===== src/rtl/striping_pkg.sv =====
// Shared types and defaults for the byte striping / unstriping pair.
package striping_pkg;

    typedef enum logic {
        IDLE = 1'b0,
        HALF = 1'b1
    } state_e;

    localparam int          DATA_W_DEF    = 32;
    localparam logic [31:0] IDLE_WORD_DEF = 32'h0000_0000;

    // Lanes stay valid this many fast cycles, i.e. one half-rate period.
    localparam int HOLD_CYCLES = 2;

    // Idle timer width. It must reach TIMEOUT-1, and it keeps at least one bit
    // so that a disabled timeout (TIMEOUT=0) still yields a legal vector.
    function automatic int timer_w(input int timeout);
        return (timeout < 1) ? 1 : $clog2(timeout + 1);
    endfunction

endpackage


===== src/rtl/byte_striping_if.sv =====
// Word-in / paired-lanes-out bus of byte_striping.
interface byte_striping_if
    import striping_pkg::*;
#(
    parameter int DATA_W = DATA_W_DEF
);

    logic              valid_in;
    logic [DATA_W-1:0] data_in;
    logic [DATA_W-1:0] lane_0;
    logic [DATA_W-1:0] lane_1;
    logic              valid_0;
    logic              valid_1;
    logic              pair_stb;
    logic              pending;

    // Word producer / lane consumer side.
    modport master (
        output valid_in, data_in,
        input  lane_0, lane_1, valid_0, valid_1, pair_stb, pending
    );

    // Striping block side.
    modport slave (
        input  valid_in, data_in,
        output lane_0, lane_1, valid_0, valid_1, pair_stb, pending
    );

endinterface


===== src/rtl/stripe_hold_timer.sv =====
// Counters for byte_striping: the lane valid-hold window and the HALF-state
// idle timeout that triggers flushing a lone lane_0 word.
module stripe_hold_timer
    import striping_pkg::*;
#(
    parameter int TIMEOUT = 4
) (
    input  logic clk,
    input  logic rst_n,
    input  logic in_half,
    input  logic valid_in,
    input  logic load_timer,
    input  logic emit,
    output logic flush_now,
    output logic hold_expired
);

    localparam int            TW         = timer_w(TIMEOUT);
    localparam logic [TW-1:0] TIMER_LAST = TW'(TIMEOUT - 1);

    logic [TW-1:0] timer_q, timer_d;
    logic [1:0]    hold_cnt_q, hold_cnt_d;

    // NOTE: every output is given a default before any branch, so no path
    // through the block leaves a signal unassigned and no latch is inferred.
    always_comb begin
        flush_now    = (TIMEOUT != 0) && in_half && !valid_in && (timer_q == TIMER_LAST);
        hold_expired = (hold_cnt_q == 2'd1) && !emit;

        timer_d = timer_q;
        if (load_timer || emit) begin
            timer_d = '0;
        end else if (in_half && !valid_in && (TIMEOUT != 0)) begin
            timer_d = timer_q + TW'(1);
        end

        hold_cnt_d = hold_cnt_q;
        if (emit) begin
            hold_cnt_d = 2'(HOLD_CYCLES);
        end else if (hold_cnt_q != 2'd0) begin
            hold_cnt_d = hold_cnt_q - 2'd1;
        end
    end

    // NOTE: state registers use non-blocking assignments so every flop samples
    // the pre-edge values, independent of statement order.
    always_ff @(posedge clk or negedge rst_n) begin
        if (!rst_n) begin
            timer_q    <= '0;
            hold_cnt_q <= '0;
        end else begin
            timer_q    <= timer_d;
            hold_cnt_q <= hold_cnt_d;
        end
    end

endmodule


===== src/rtl/byte_striping.sv =====
// Pairs consecutive valid words onto lane_0/lane_1 on clk_2f, holding each pair
// for one half-rate period. Optional pair counter: BYTE_STRIPING_PAIR_CNT_EN.
module byte_striping
    import striping_pkg::*;
#(
    parameter int                DATA_W    = DATA_W_DEF,
    parameter int                TIMEOUT   = 4,
    parameter logic [DATA_W-1:0] IDLE_WORD = DATA_W'(IDLE_WORD_DEF)
`ifdef BYTE_STRIPING_PAIR_CNT_EN
    ,
    parameter int                CNT_W     = 16
`endif
) (
    input  logic                 clk_2f,
    input  logic                 reset_L,
    byte_striping_if.slave       bus
`ifdef BYTE_STRIPING_PAIR_CNT_EN
    ,
    output logic [CNT_W-1:0]     pair_count
`endif
);

    state_e            state_q, state_d;
    logic [DATA_W-1:0] hold_0_q, hold_0_d;
    logic [DATA_W-1:0] lane_0_q, lane_0_d;
    logic [DATA_W-1:0] lane_1_q, lane_1_d;
    logic              valid_0_q, valid_0_d;
    logic              valid_1_q, valid_1_d;
    logic              pair_stb_q, pair_stb_d;
    logic              pending_q, pending_d;

    logic              emit;
    logic              load_timer;
    logic              flush_now;
    logic              hold_expired;

    stripe_hold_timer #(
        .TIMEOUT (TIMEOUT)
    ) u_hold_timer (
        .clk          (clk_2f),
        .rst_n        (reset_L),
        .in_half      (state_q == HALF),
        .valid_in     (bus.valid_in),
        .load_timer   (load_timer),
        .emit         (emit),
        .flush_now    (flush_now),
        .hold_expired (hold_expired)
    );

    always_comb begin
        state_d    = state_q;
        hold_0_d   = hold_0_q;
        lane_0_d   = lane_0_q;
        lane_1_d   = lane_1_q;
        valid_0_d  = valid_0_q;
        valid_1_d  = valid_1_q;
        pair_stb_d = 1'b0;
        emit       = 1'b0;
        load_timer = 1'b0;

        // Lane data keeps its last value once the hold window lapses.
        if (hold_expired) begin
            valid_0_d = 1'b0;
            valid_1_d = 1'b0;
        end

        case (state_q)
            IDLE: begin
                if (bus.valid_in) begin
                    hold_0_d   = bus.data_in;
                    load_timer = 1'b1;
                    state_d    = HALF;
                end
            end
            HALF: begin
                // A second word beats a coincident timeout.
                if (bus.valid_in) begin
                    lane_0_d   = hold_0_q;
                    lane_1_d   = bus.data_in;
                    valid_0_d  = 1'b1;
                    valid_1_d  = 1'b1;
                    pair_stb_d = 1'b1;
                    emit       = 1'b1;
                    state_d    = IDLE;
                end else if (flush_now) begin
                    lane_0_d   = hold_0_q;
                    lane_1_d   = IDLE_WORD;
                    valid_0_d  = 1'b1;
                    valid_1_d  = 1'b0;
                    pair_stb_d = 1'b1;
                    emit       = 1'b1;
                    state_d    = IDLE;
                end
            end
            default: state_d = IDLE;
        endcase

        pending_d = (state_d == HALF);
    end

    always_ff @(posedge clk_2f or negedge reset_L) begin
        if (!reset_L) begin
            state_q    <= IDLE;
            hold_0_q   <= '0;
            lane_0_q   <= '0;
            lane_1_q   <= '0;
            valid_0_q  <= 1'b0;
            valid_1_q  <= 1'b0;
            pair_stb_q <= 1'b0;
            pending_q  <= 1'b0;
        end else begin
            state_q    <= state_d;
            hold_0_q   <= hold_0_d;
            lane_0_q   <= lane_0_d;
            lane_1_q   <= lane_1_d;
            valid_0_q  <= valid_0_d;
            valid_1_q  <= valid_1_d;
            pair_stb_q <= pair_stb_d;
            pending_q  <= pending_d;
        end
    end

    assign bus.lane_0   = lane_0_q;
    assign bus.lane_1   = lane_1_q;
    assign bus.valid_0  = valid_0_q;
    assign bus.valid_1  = valid_1_q;
    assign bus.pair_stb = pair_stb_q;
    assign bus.pending  = pending_q;

`ifdef BYTE_STRIPING_PAIR_CNT_EN
    logic [CNT_W-1:0] pair_count_q, pair_count_d;

    // Counts full pairs and flushes alike; wraps naturally.
    always_comb begin
        pair_count_d = pair_count_q;
        if (emit) begin
            pair_count_d = pair_count_q + CNT_W'(1);
        end
    end

    always_ff @(posedge clk_2f or negedge reset_L) begin
        if (!reset_L) begin
            pair_count_q <= '0;
        end else begin
            pair_count_q <= pair_count_d;
        end
    end

    assign pair_count = pair_count_q;
`endif

endmodule


===== src/flat_wrapper.sv =====
// flat-port wrapper written by rule: the top's interface ports become plain ports
module byte_striping_flat import striping_pkg::*;
#(
    parameter int                DATA_W    = DATA_W_DEF,
    parameter int                TIMEOUT   = 4,
    parameter logic [DATA_W-1:0] IDLE_WORD = DATA_W'(IDLE_WORD_DEF)

)
  (clk_2f, reset_L, bus_valid_in, bus_data_in, bus_lane_0, bus_lane_1, bus_valid_0, bus_valid_1, bus_pair_stb, bus_pending);
  byte_striping_if #(.DATA_W(DATA_W)) bus_i ();
  input  logic clk_2f;
  input  logic reset_L;
  input wire logic [$bits(bus_i.valid_in)-1:0] bus_valid_in;
  input wire logic [$bits(bus_i.data_in)-1:0] bus_data_in;
  output wire logic [$bits(bus_i.lane_0)-1:0] bus_lane_0;
  output wire logic [$bits(bus_i.lane_1)-1:0] bus_lane_1;
  output wire logic [$bits(bus_i.valid_0)-1:0] bus_valid_0;
  output wire logic [$bits(bus_i.valid_1)-1:0] bus_valid_1;
  output wire logic [$bits(bus_i.pair_stb)-1:0] bus_pair_stb;
  output wire logic [$bits(bus_i.pending)-1:0] bus_pending;
  assign bus_i.valid_in = bus_valid_in;
  assign bus_i.data_in = bus_data_in;
  assign bus_lane_0 = bus_i.lane_0;
  assign bus_lane_1 = bus_i.lane_1;
  assign bus_valid_0 = bus_i.valid_0;
  assign bus_valid_1 = bus_i.valid_1;
  assign bus_pair_stb = bus_i.pair_stb;
  assign bus_pending = bus_i.pending;
  byte_striping #(.DATA_W(DATA_W), .TIMEOUT(TIMEOUT), .IDLE_WORD(IDLE_WORD)) u_core (.clk_2f(clk_2f), .reset_L(reset_L), .bus(bus_i));
endmodule

===== config.mk =====
export PLATFORM = sky130hd
export DESIGN_NAME = byte_striping_flat
export DESIGN_NICKNAME = d
export VERILOG_FILES = /design/src/rtl/striping_pkg.sv /design/src/rtl/byte_striping_if.sv /design/src/rtl/stripe_hold_timer.sv /design/src/rtl/byte_striping.sv /design/src/flat_wrapper.sv
export SDC_FILE = /design/constraint.sdc
export NUM_CORES = 1
export LEC_CHECK = 0
export CORE_ASPECT_RATIO = 1.5
export CORE_MARGIN = 2
export CORE_UTILIZATION = 45
export DETAILED_ROUTE_END_ITERATION = 16
export GPL_TIMING_DRIVEN = 0
export HOLD_SLACK_MARGIN = 0.1
export PLACE_DENSITY = 0.75
export SLEW_MARGIN = 20
export SYNTH_ARGS = -nofsm -noshare
export SYNTH_HDL_FRONTEND = slang
export SYNTH_SLANG_ARGS = --single-unit

===== constraint.sdc =====
create_clock -name clk_2f -period 2.2 [get_ports clk_2f]
set_clock_uncertainty 0.05 [all_clocks]
set_input_delay 0.66 -clock clk_2f [delete_from_list [all_inputs] [get_ports clk_2f]]
set_output_delay 0.66 -clock clk_2f [all_outputs]
set_load 0.02 [all_outputs]

==> results.cfg <==
[clocking]
cts_tree = yes
clockBufferDepth = 2
cts-resized-gates = 0
root_buffer = clkbuf_16
cts_made_buffers = 9
clk_pin_slew_ps = 70
postCtsHoldBufs = 0
cts_num_sinks = 105
cts_setup_buffers = 0
htreeDepth = 3
clock_latency_ps = 330

[worst_hold_path]
hold_path.class = in2async

[synthesis]
synth_warnings = 0
synth_top_cell_by_area = dfrtp_1
ys_seq_elements = 105
synth_ff_type = dfrtp_1
yosysTopAreaCellShare = 0.659
synthTopCellsByArea = dfrtp_1 66%, mux2_2 16%, a22o_1 7.0%, mux2_4 2.6%, buf_6 2.0%
ys_seq_area_frac = 0.659
yosysMostFrequentCell = dfrtp_1
syn_inst = 248
async_flop_share = 1.00
yosys-top-cells-count = 105 x dfrtp_1, 57 x mux2_2, 32 x a22o_1
synth.cell_area_um2 = 3990
synth.distinct_cells = 23
synth_nets = 287
synth_edf_count = 0
avgSynthCellArea_um2 = 16.1

[pwr]
p_per_area_nw_per_um2 = 1280
power_mw = 6.98
p_leak_nw = 2.39
peakVddDrop_mv = 0.621

[run_status]
status = finished clean

[placed_design]
placed_cell_area_um2 = 5180
gp_congestion = 0.698
hpwl_um = 5690
place.port_buffers = 102
dp.cells = 461

[critical_path]
path_cells = clkdlybuf4s50_1
crit_family = buffers and inverters
r2r_cells = 6
end_kind = primary output
cp.required_ps = 1490
r2r_end = u_core.bus.lane_0[25]
critPathMaxStageDelay_ps = 610
crit_start = u_core.bus.lane_0[30]
crit_type = reg2out
slowest_stage = clkdlybuf4s50_1
worstPathMaxFanout = 2
critical_path_arrival_ps = 1330
worst-path-stages = 1
rrSetupSlack_ps = 340
start_kind = flip-flop
reg2reg_from = u_core.u_hold_timer.timer_q[0]
endpoint = bus_lane_0[30]
path_buf_inv = 1

[global_route]
grtUsageTotal = 0.177
grt_pass1_wl_um = 12800
grt_pass1_vias = 2560
grt_overflow = 0
grt_max_degree = 59
antenna_found_initial = 0

[drt]
drt-initial-drc-count = 83
vias_per_cell = 5.04
routed_wl_um = 7960
drtAntennaViolNets = 0
drc_errors = 0
dr.pass1.iters = 4
avgRoutedWirePerCell_um = 16.7
vias = 2404

[final_layout]
nets = 401
multi_input_area_um2 = 1220
n_antenna_cell = 0
fin_cells = 477
final-seq-area_um2 = 2630
synthToLayoutAreaGrowth_pct = 37.1
final_area_um2 = 5470
utilization = 0.627
fillCellCount = 699
drive_above_1_share = 0.278

[floorplanning]
fp.dieArea_um2 = 9650
num_io_pins = 103
rows = 42
start_util = 0.457
chipWidth_um = 80.9
die_h_um = 119
core_um2 = 8720

[timing]
max_freq_ghz = 0.491
finalCriticalPeriod_ps = 2040
grt_setup_unrepaired = no
slew_headroom = 0.691
holdWs_ps = 199
setup_viol = 0
final_hold_viol_count = 0
period_share = 0.925
tightest_slew_ps = 463
maxSlewViolCount = 0

[flow_run]
cap_violations = 0
==> layout by cell type (no fill, tap or decap), drive strengths merged <==
cell type / instances
a21o: 1
a21oi: 3
a22o: 32
a31o: 1
and2: 1
buf: 17
clkbuf: 13
clkdlybuf4s50: 101
clkinv: 3
clkinvlp: 1
dfrtp: 105
ha: 4
inv: 5
mux2: 64
nand2: 1
nand2b: 5
nand3b: 1
nor2: 1
nor2b: 2
o21ai: 3
or3b: 2
xor2: 1
==> registers in the layout (all words and copies together) (netlist names) <==
register and cells:
u_core.state_q 1, u_core.hold_0_q 32, u_core.u_hold_timer.timer_q 3, u_core.bus.valid_0 1
u_core.bus.lane_1 32, u_core.bus.lane_0 32, u_core.bus.pair_stb 1, u_core.u_hold_timer.hold_cnt_q 2
u_core.bus.valid_1 1
==> kinds of logic after synthesis <==
group / share of synthesized area
AO/OA/AOI/OAI: 0.0828
XOR/XNOR: 0.00220
adder cells (fa/ha/maj): 0.0125
buffers and inverters: 0.0358
flip-flops: 0.659
multiplexers: 0.187
AND/OR/NAND/NOR: 0.0207
==> power breakdown <==
group,leakage [nW],switching (mW),internal [mW]
clock,0.145,0.665,0.858
sequential,1.26,0.328,2.56
combinational,0.992,1.15,1.42
==> how the worst min path moves through the flow <==
stage	start	endpoint	slack, ps	depth (start not counted)
floorplan	reset_L	u_core.bus.lane_0[0]	310	0
detailed placement	u_core.bus.valid_0	u_core.bus.valid_0	420	1
global route	reset_L	u_core.hold_0_q[5]	230	1
CTS	reset_L	u_core.bus.lane_0[5]	210	1
finish	reset_L	u_core.bus.lane_0[5]	200	1
global placement	u_core.bus.valid_0	u_core.bus.valid_0	420	1
==> worst register-to-register path, stage by stage (launching register included) <==
cell	delay (ps)
dfrtp_1	390
ha_1	200
ha_1	250
o21ai_2	180
buf_6	170
buf_6	180
mux2_4	320
==> cell type report <==
class | count | area share
Buffer | 16 | 0.0226
Clock buffer | 12 | 0.0487
Clock inverter | 4 | 0.00480
Inverter | 5 | 0.00343
Multi-Input combinational cell | 122 | 0.223
Sequential cell | 105 | 0.480
Tap cell | 110 | 0.0252
Timing Repair Buffer | 103 | 0.192
==> through the flow <==
stage | setup TNS [ps] | setup slack [ps]
finish | 0 | 164
global route | 0 | 115
CTS | 0 | 144
detailed placement | -2100 | -91.5
global placement | -357040 | -3390
floorplan | 0 | 490
==> per-layer routing <==
metal,vias to the layer above,global-route usage,wire length [um]
li1,1111,-,-
met1,1215,0.222,3320
met2,68,0.289,4110
met3,10,0.0455,410
met4,0,0.0699,124
met5,-,0,0
No activity file was read; power rests on OpenSTA's default activity.
